==> config.mk <==
export PLATFORM = sky130hd
export DESIGN_NAME = rz_deframe
export DESIGN_NICKNAME = d
export VERILOG_FILES = /design/src/rtl/rz_deframe.sv
export SDC_FILE = /design/constraint.sdc
export NUM_CORES = 1
export LEC_CHECK = 0
export CAP_MARGIN = 15
export CORE_MARGIN = 2
export CORE_UTILIZATION = 33
export DETAILED_ROUTE_END_ITERATION = 10
export SETUP_SLACK_MARGIN = 0.1
export SLEW_MARGIN = 20
export SYNTH_ARGS = -nofsm -noshare
export SYNTH_HDL_FRONTEND = slang
export SYNTH_SLANG_ARGS = --single-unit
==> constraint.sdc <==
create_clock -name clk -period 3.31 [get_ports clk]
set_input_delay 0.4965 -clock clk [delete_from_list [all_inputs] [get_ports clk]]
set_output_delay 0.4965 -clock clk [all_outputs]
set_load 0.02 [all_outputs]
==> src/rtl/rz_deframe.sv <==
// rz_deframe: decodes an RZ serial line into 24-bit words. Each high pulse
// carries one bit (its width selects 0 or 1). A long low gap ends a frame.
// Decoded words are offered on a valid/ready port that holds one word.
//
// state | meaning
// SYNC  | hunting for a full low gap; pulses are ignored
// IDLE  | gap seen, waiting for the first rise of a frame
// HIGH  | measuring a high pulse
// LOW   | measuring the low time after a pulse
module rz_deframe #(
  parameter int MIN_HIGH   = 10,
  parameter int BIT_THRESH = 58,
  parameter int MAX_HIGH   = 180,
  parameter int RESET_CYC  = 5000
) (
  input  logic        clk,
  input  logic        rst_n,
  input  logic        din,
  output logic [23:0] m_data,
  output logic        m_valid,
  input  logic        m_ready,
  output logic        frame_end,
  output logic        err,
  output logic [1:0]  err_code,
  output logic [15:0] word_cnt
);

  localparam int HW = $clog2(MAX_HIGH + 1);
  localparam int LW = $clog2(RESET_CYC + 1);
  localparam logic [HW-1:0] MIN_H = HW'(MIN_HIGH);
  localparam logic [HW-1:0] THR_H = HW'(BIT_THRESH);
  localparam logic [HW-1:0] MAX_H = HW'(MAX_HIGH);
  localparam logic [LW-1:0] RST_L = LW'(RESET_CYC);

  typedef enum logic [1:0] {SYNC, IDLE, HIGH, LOW} state_t;

  state_t          state_q, state_d;
  logic [1:0]      sync_q;
  logic            din_s, din_prev, rise, fall;
  logic [HW-1:0]   hcnt_q, hcnt_d;
  logic [LW-1:0]   lcnt_q, lcnt_d, lcnt_inc;
  logic [23:0]     shreg_q;
  logic [4:0]      bit_cnt_q;
  logic            ev_glitch, ev_long, ev_gap, ev_bit, bit_val;
  logic            word_done, xfer, load, drop, partial, err_any;
  logic [1:0]      err_code_d;
  logic [23:0]     word_next;

  assign din_s    = sync_q[1];
  assign rise     = ~din_prev & din_s;
  assign fall     = din_prev & ~din_s;
  assign lcnt_inc = (lcnt_q == RST_L) ? lcnt_q : lcnt_q + 1'b1;

  // Two-flop synchronizer plus one history flop for edge detection
  always_ff @(posedge clk or negedge rst_n) begin
    if (!rst_n) begin
      sync_q   <= 2'b00;
      din_prev <= 1'b0;
    end else begin
      sync_q   <= {sync_q[0], din};
      din_prev <= sync_q[1];
    end
  end

  // State register together with the high/low timers
  always_ff @(posedge clk or negedge rst_n) begin
    if (!rst_n) begin
      state_q <= SYNC;
      hcnt_q  <= '0;
      lcnt_q  <= '0;
    end else begin
      state_q <= state_d;
      hcnt_q  <= hcnt_d;
      lcnt_q  <= lcnt_d;
    end
  end

  // Next state, timer updates and the per-cycle line events
  always_comb begin
    state_d   = state_q;
    hcnt_d    = hcnt_q;
    lcnt_d    = lcnt_q;
    ev_glitch = 1'b0;
    ev_long   = 1'b0;
    ev_gap    = 1'b0;
    ev_bit    = 1'b0;
    bit_val   = 1'b0;
    case (state_q)
      SYNC: begin
        if (din_s) begin
          lcnt_d = '0;
        end else if (lcnt_inc == RST_L) begin
          lcnt_d  = '0;
          state_d = IDLE;
        end else begin
          lcnt_d = lcnt_inc;
        end
      end
      IDLE: begin
        if (rise) begin
          hcnt_d  = HW'(1);
          state_d = HIGH;
        end
      end
      HIGH: begin
        if (din_s) begin
          if (hcnt_q == MAX_H) begin
            ev_long = 1'b1;
            hcnt_d  = '0;
            lcnt_d  = '0;
            state_d = SYNC;
          end else begin
            hcnt_d = hcnt_q + 1'b1;
          end
        end else if (fall) begin
          if (hcnt_q < MIN_H) begin
            ev_glitch = 1'b1;
          end else begin
            ev_bit  = 1'b1;
            bit_val = (hcnt_q > THR_H);
          end
          lcnt_d  = '0;
          state_d = LOW;
        end
      end
      LOW: begin
        if (rise) begin
          hcnt_d  = HW'(1);
          state_d = HIGH;
        end else if (lcnt_inc == RST_L) begin
          ev_gap  = 1'b1;
          lcnt_d  = '0;
          state_d = IDLE;
        end else begin
          lcnt_d = lcnt_inc;
        end
      end
      default: state_d = SYNC;
    endcase
  end

  // Word completion, handshake decisions and error cause priority
  always_comb begin
    word_done  = ev_bit && (bit_cnt_q == 5'd23);
    word_next  = {shreg_q[22:0], bit_val};
    xfer       = m_valid && m_ready;
    load       = word_done && (!m_valid || xfer);
    drop       = word_done && m_valid && !m_ready;
    partial    = ev_gap && (bit_cnt_q != 5'd0);
    err_any    = ev_glitch || ev_long || partial || drop;
    err_code_d = 2'd3;
    if (ev_glitch)    err_code_d = 2'd0;
    else if (ev_long) err_code_d = 2'd1;
    else if (partial) err_code_d = 2'd2;
  end

  // Bit shifter and bit counter; a long pulse or a gap throws the partial word away
  always_ff @(posedge clk or negedge rst_n) begin
    if (!rst_n) begin
      shreg_q   <= '0;
      bit_cnt_q <= '0;
    end else if (ev_long || ev_gap) begin
      bit_cnt_q <= '0;
    end else if (ev_bit) begin
      shreg_q   <= word_next;
      bit_cnt_q <= (bit_cnt_q == 5'd23) ? 5'd0 : bit_cnt_q + 5'd1;
    end
  end

  // Registered outputs: holding register, status pulses and word counter
  always_ff @(posedge clk or negedge rst_n) begin
    if (!rst_n) begin
      m_data    <= '0;
      m_valid   <= 1'b0;
      frame_end <= 1'b0;
      err       <= 1'b0;
      err_code  <= 2'd0;
      word_cnt  <= '0;
    end else begin
      frame_end <= ev_gap;
      err       <= err_any;
      err_code  <= err_any ? err_code_d : 2'd0;
      if (load) begin
        m_data  <= word_next;
        m_valid <= 1'b1;
      end else if (xfer) begin
        m_valid <= 1'b0;
      end
      if (frame_end) begin
        word_cnt <= '0;
      end else if (load && (word_cnt != 16'hFFFF)) begin
        word_cnt <= word_cnt + 16'd1;
      end
    end
  end

endmodule

==> metrics.csv <==
metric,value,unit
status,finished clean,
Max Slew Vio Count,0,
final instance area,5730,um2
met2 GRT Util,0.227,
vias per cell,5.06,
Worst path max stage delay,450,ps
dominant cells by area after synthesis,"dfrtp_1, nand2_1, mux2_2, nor2_1, nand3_1",
GPL Wtd Cong,0.846,
IO buf count,48,
Leak,2.59,nW
ys async rst share,1.00,
RSZ-0062 raised after global routing,false,
worst setup path start,lcnt_q[0],
Yosys reg bits,99,
Core ar.,14000,um2
final wirelength,10200,um
Setup TNS,0,ps
1st-iter DRT viols,354,
Setup WS post-layout,646,ps
# DRC,0,
post-DR wirelength/cell,14.1,um
prevailing post-synth register cell,dfrtp_1,
area grow syn2layout,20.3,%
initial antenna violation count,0,
Critical Path Sink,bit_cnt_q[4],
slew margin rel.,0.530,
Hold Crit Class,in -> async,
Comb power frac,0.024,
"Reg clk slew, reported paths",70,ps
switching part of the total,0.217,
"Avg Cell Area, Syn",9.66,um2
cell row count,43,
synth unique cells,58,
fin nets,547,
CTS tree,done,
io pins,49,
Worst setup EP type,register,
CTS Sinks,99,
hold slack,191,ps
largest net degree at the start of global routing,52,
Yosys top cell area share,0.520,
synthesized area,4760,um2
Root Buffer,clkbuf_16,
post-cts resize count,0,
Final ANT Viol Nets,0,
GRT Total Usage,0.139,
CP max stage cell,dfrtp_1,
Final Hold Viols,0,
Placement Setup Slack,611,ps
grt ovf,0,
layer with the highest usage,met2,
die area,15400,um2
"Clk Latency, worst-skew pair",340,ps
# setup viols final,0,
Worst EP required,3520,ps
postcts setup bufs,0,
DP HPWL,7220,um
WP data arrival,2870,ps
reg-to-reg setup timing slack,650,ps
Initial Util,0.340,
R2R Path Start,lcnt_q[0],
Crit Path Max Fanout,8,
DR pass1 iterations,4,
post-route core utilization,0.409,
minimum clock period,2660,ps
sw power,0.511,mW
CP startpoint kind,register,
# fillers,1368,
GR Util met1,0.185,
"commonest non-fill, non-tap cell in the layout",nand2_1,
power per cell area,411,nW/um2
kind of critical path,reg -> reg,
Max VDD drop,230,uV
"Hold-fix buffers, CTS",0,
most frequent cells in the layout,"nand2_1, dfrtp_1, clkdlybuf4s50_1",
dpl cell area,5410,um2
period utilization,0.805,
Clock power frac,0.457,
max-cap viol count,0,
layout cell share with drive strength beyond 1,0.0980,
TritonCTS Buffers,9,
worst path cell trace,"ha_1, and3_1, a211o_1, a2111oi_0, nand4bb_1, nor2_1, o21ai_0",
Die Ht,124,um
met3 Usage GRT,0.0330,
Syn Nets,504,
Syn Inst Count,493,
antenna cell count,0,
Final Skew,9.23,ps
htree depth,3,
capturing point of the worst reg2reg path,bit_cnt_q[4],
sequential power share,0.519,
first-pass GRT wire length,17000,um
maximum clock path buffer count,2,
synthesis warning total,0,
vias in the first global route,3528,
register area share after synthesis,0.520,
"EDFF count, synth",0,
Vias,3649,
Slew @ Worst Pin,701,ps
worst reg-to-reg path cell count,7,
die width,124,um
Pint,1.84,mW
leading area contributor after synthesis,dfrtp_1,
maximum clock frequency,375,MHz
==> cells by family after synthesis <==
| kind of cell | Yosys count | synth area share |
|---|---|---|
| XOR/XNOR | 21 | 0.0386 |
| flip-flops | 99 | 0.520 |
| multiplexers | 26 | 0.0612 |
| AND/OR/NAND/NOR | 234 | 0.231 |
| AO/OA/AOI/OAI | 70 | 0.0967 |
| adder cells (fa/ha/maj) | 7 | 0.0184 |
| buffers and inverters | 36 | 0.0336 |
==> synthesized netlist by cell type, types with 5 or more instances <==
cell and number:
a21oi_1 14, o21ai_0 22, nand4_1 10, xor2_1 12, mux2_2 25, xnor2_1 9
nand2_1 109, nor2_1 40, dfrtp_1 99, inv_1 14, nor4_1 5, ha_1 7
a31oi_1 6, and3_1 6, nand3_1 24, nor3_1 10, nand2b_1 6, buf_2 7
clkbuf_1 8
==> worst max-delay path, delay by kind of cell (launching register included) <==
family	cells	cell delay (ps)
AND/OR/NAND/NOR	3	930
flip-flops	1	450
AO/OA/AOI/OAI	3	890
adder cells (fa/ha/maj)	1	280
==> flip-flops by register name (all words and copies together) (netlist names), 2 cells and up <==
signal,cells
lcnt_q,13
state_q,2
m_data,24
bit_cnt_q,5
hcnt_q,8
sync_q,2
err_code,2
shreg_q,23
word_cnt,16
==> cell type report <==
type / count / area [um2] / area share
Multi-Input combinational cell: 358 / 2130 / 0.372
Timing Repair Buffer: 53 / 528 / 0.0922
Sequential cell: 99 / 2480 / 0.433
Clock buffer: 10 / 239 / 0.0417
Clock inverter: 6 / 72.6 / 0.0127
Tap cell: 180 / 225 / 0.0393
Inverter: 15 / 56.3 / 0.00983
==> how the worst min path moves through the flow <==
stage / depth (start not counted) / slack (ps) / to
2_1_floorplan: 0 / 200 / bit_cnt_q[0]
3_3_place_gp: 0 / 330 / sync_q[1]
3_5_place_dp: 0 / 330 / sync_q[1]
4_1_cts: 1 / 220 / hcnt_q[3]
5_1_grt: 1 / 250 / word_cnt[11]
6_report: 1 / 190 / word_cnt[12]
==> power groups by stage <==
stage,Clock [mW],Combinational (mW),Sequential [mW]
floorplan,0,0.0209,1.24
global placement,0,0.0587,1.24
detailed placement,0,0.0594,1.24
CTS,1.11,0.0594,1.22
global route,1.16,0.0666,1.22
finish,1.08,0.0573,1.22
==> metrics by stage <==
step | total power [mW] | std cells
3_3_place_gp | 1.30 | 705
3_5_place_dp | 1.30 | 705
2_1_floorplan | 1.26 | 493
6_report | 2.35 | 721
4_1_cts | 2.39 | 721
5_1_grt | 2.45 | 721
==> metal layers <==
layer	wire length [um]	vias up
li1	-	1791
met1	4800	1764
met2	4870	81
met3	396	13
met4	121	0
met5	0	-
Note: power is estimated with default switching activity, not from simulation.
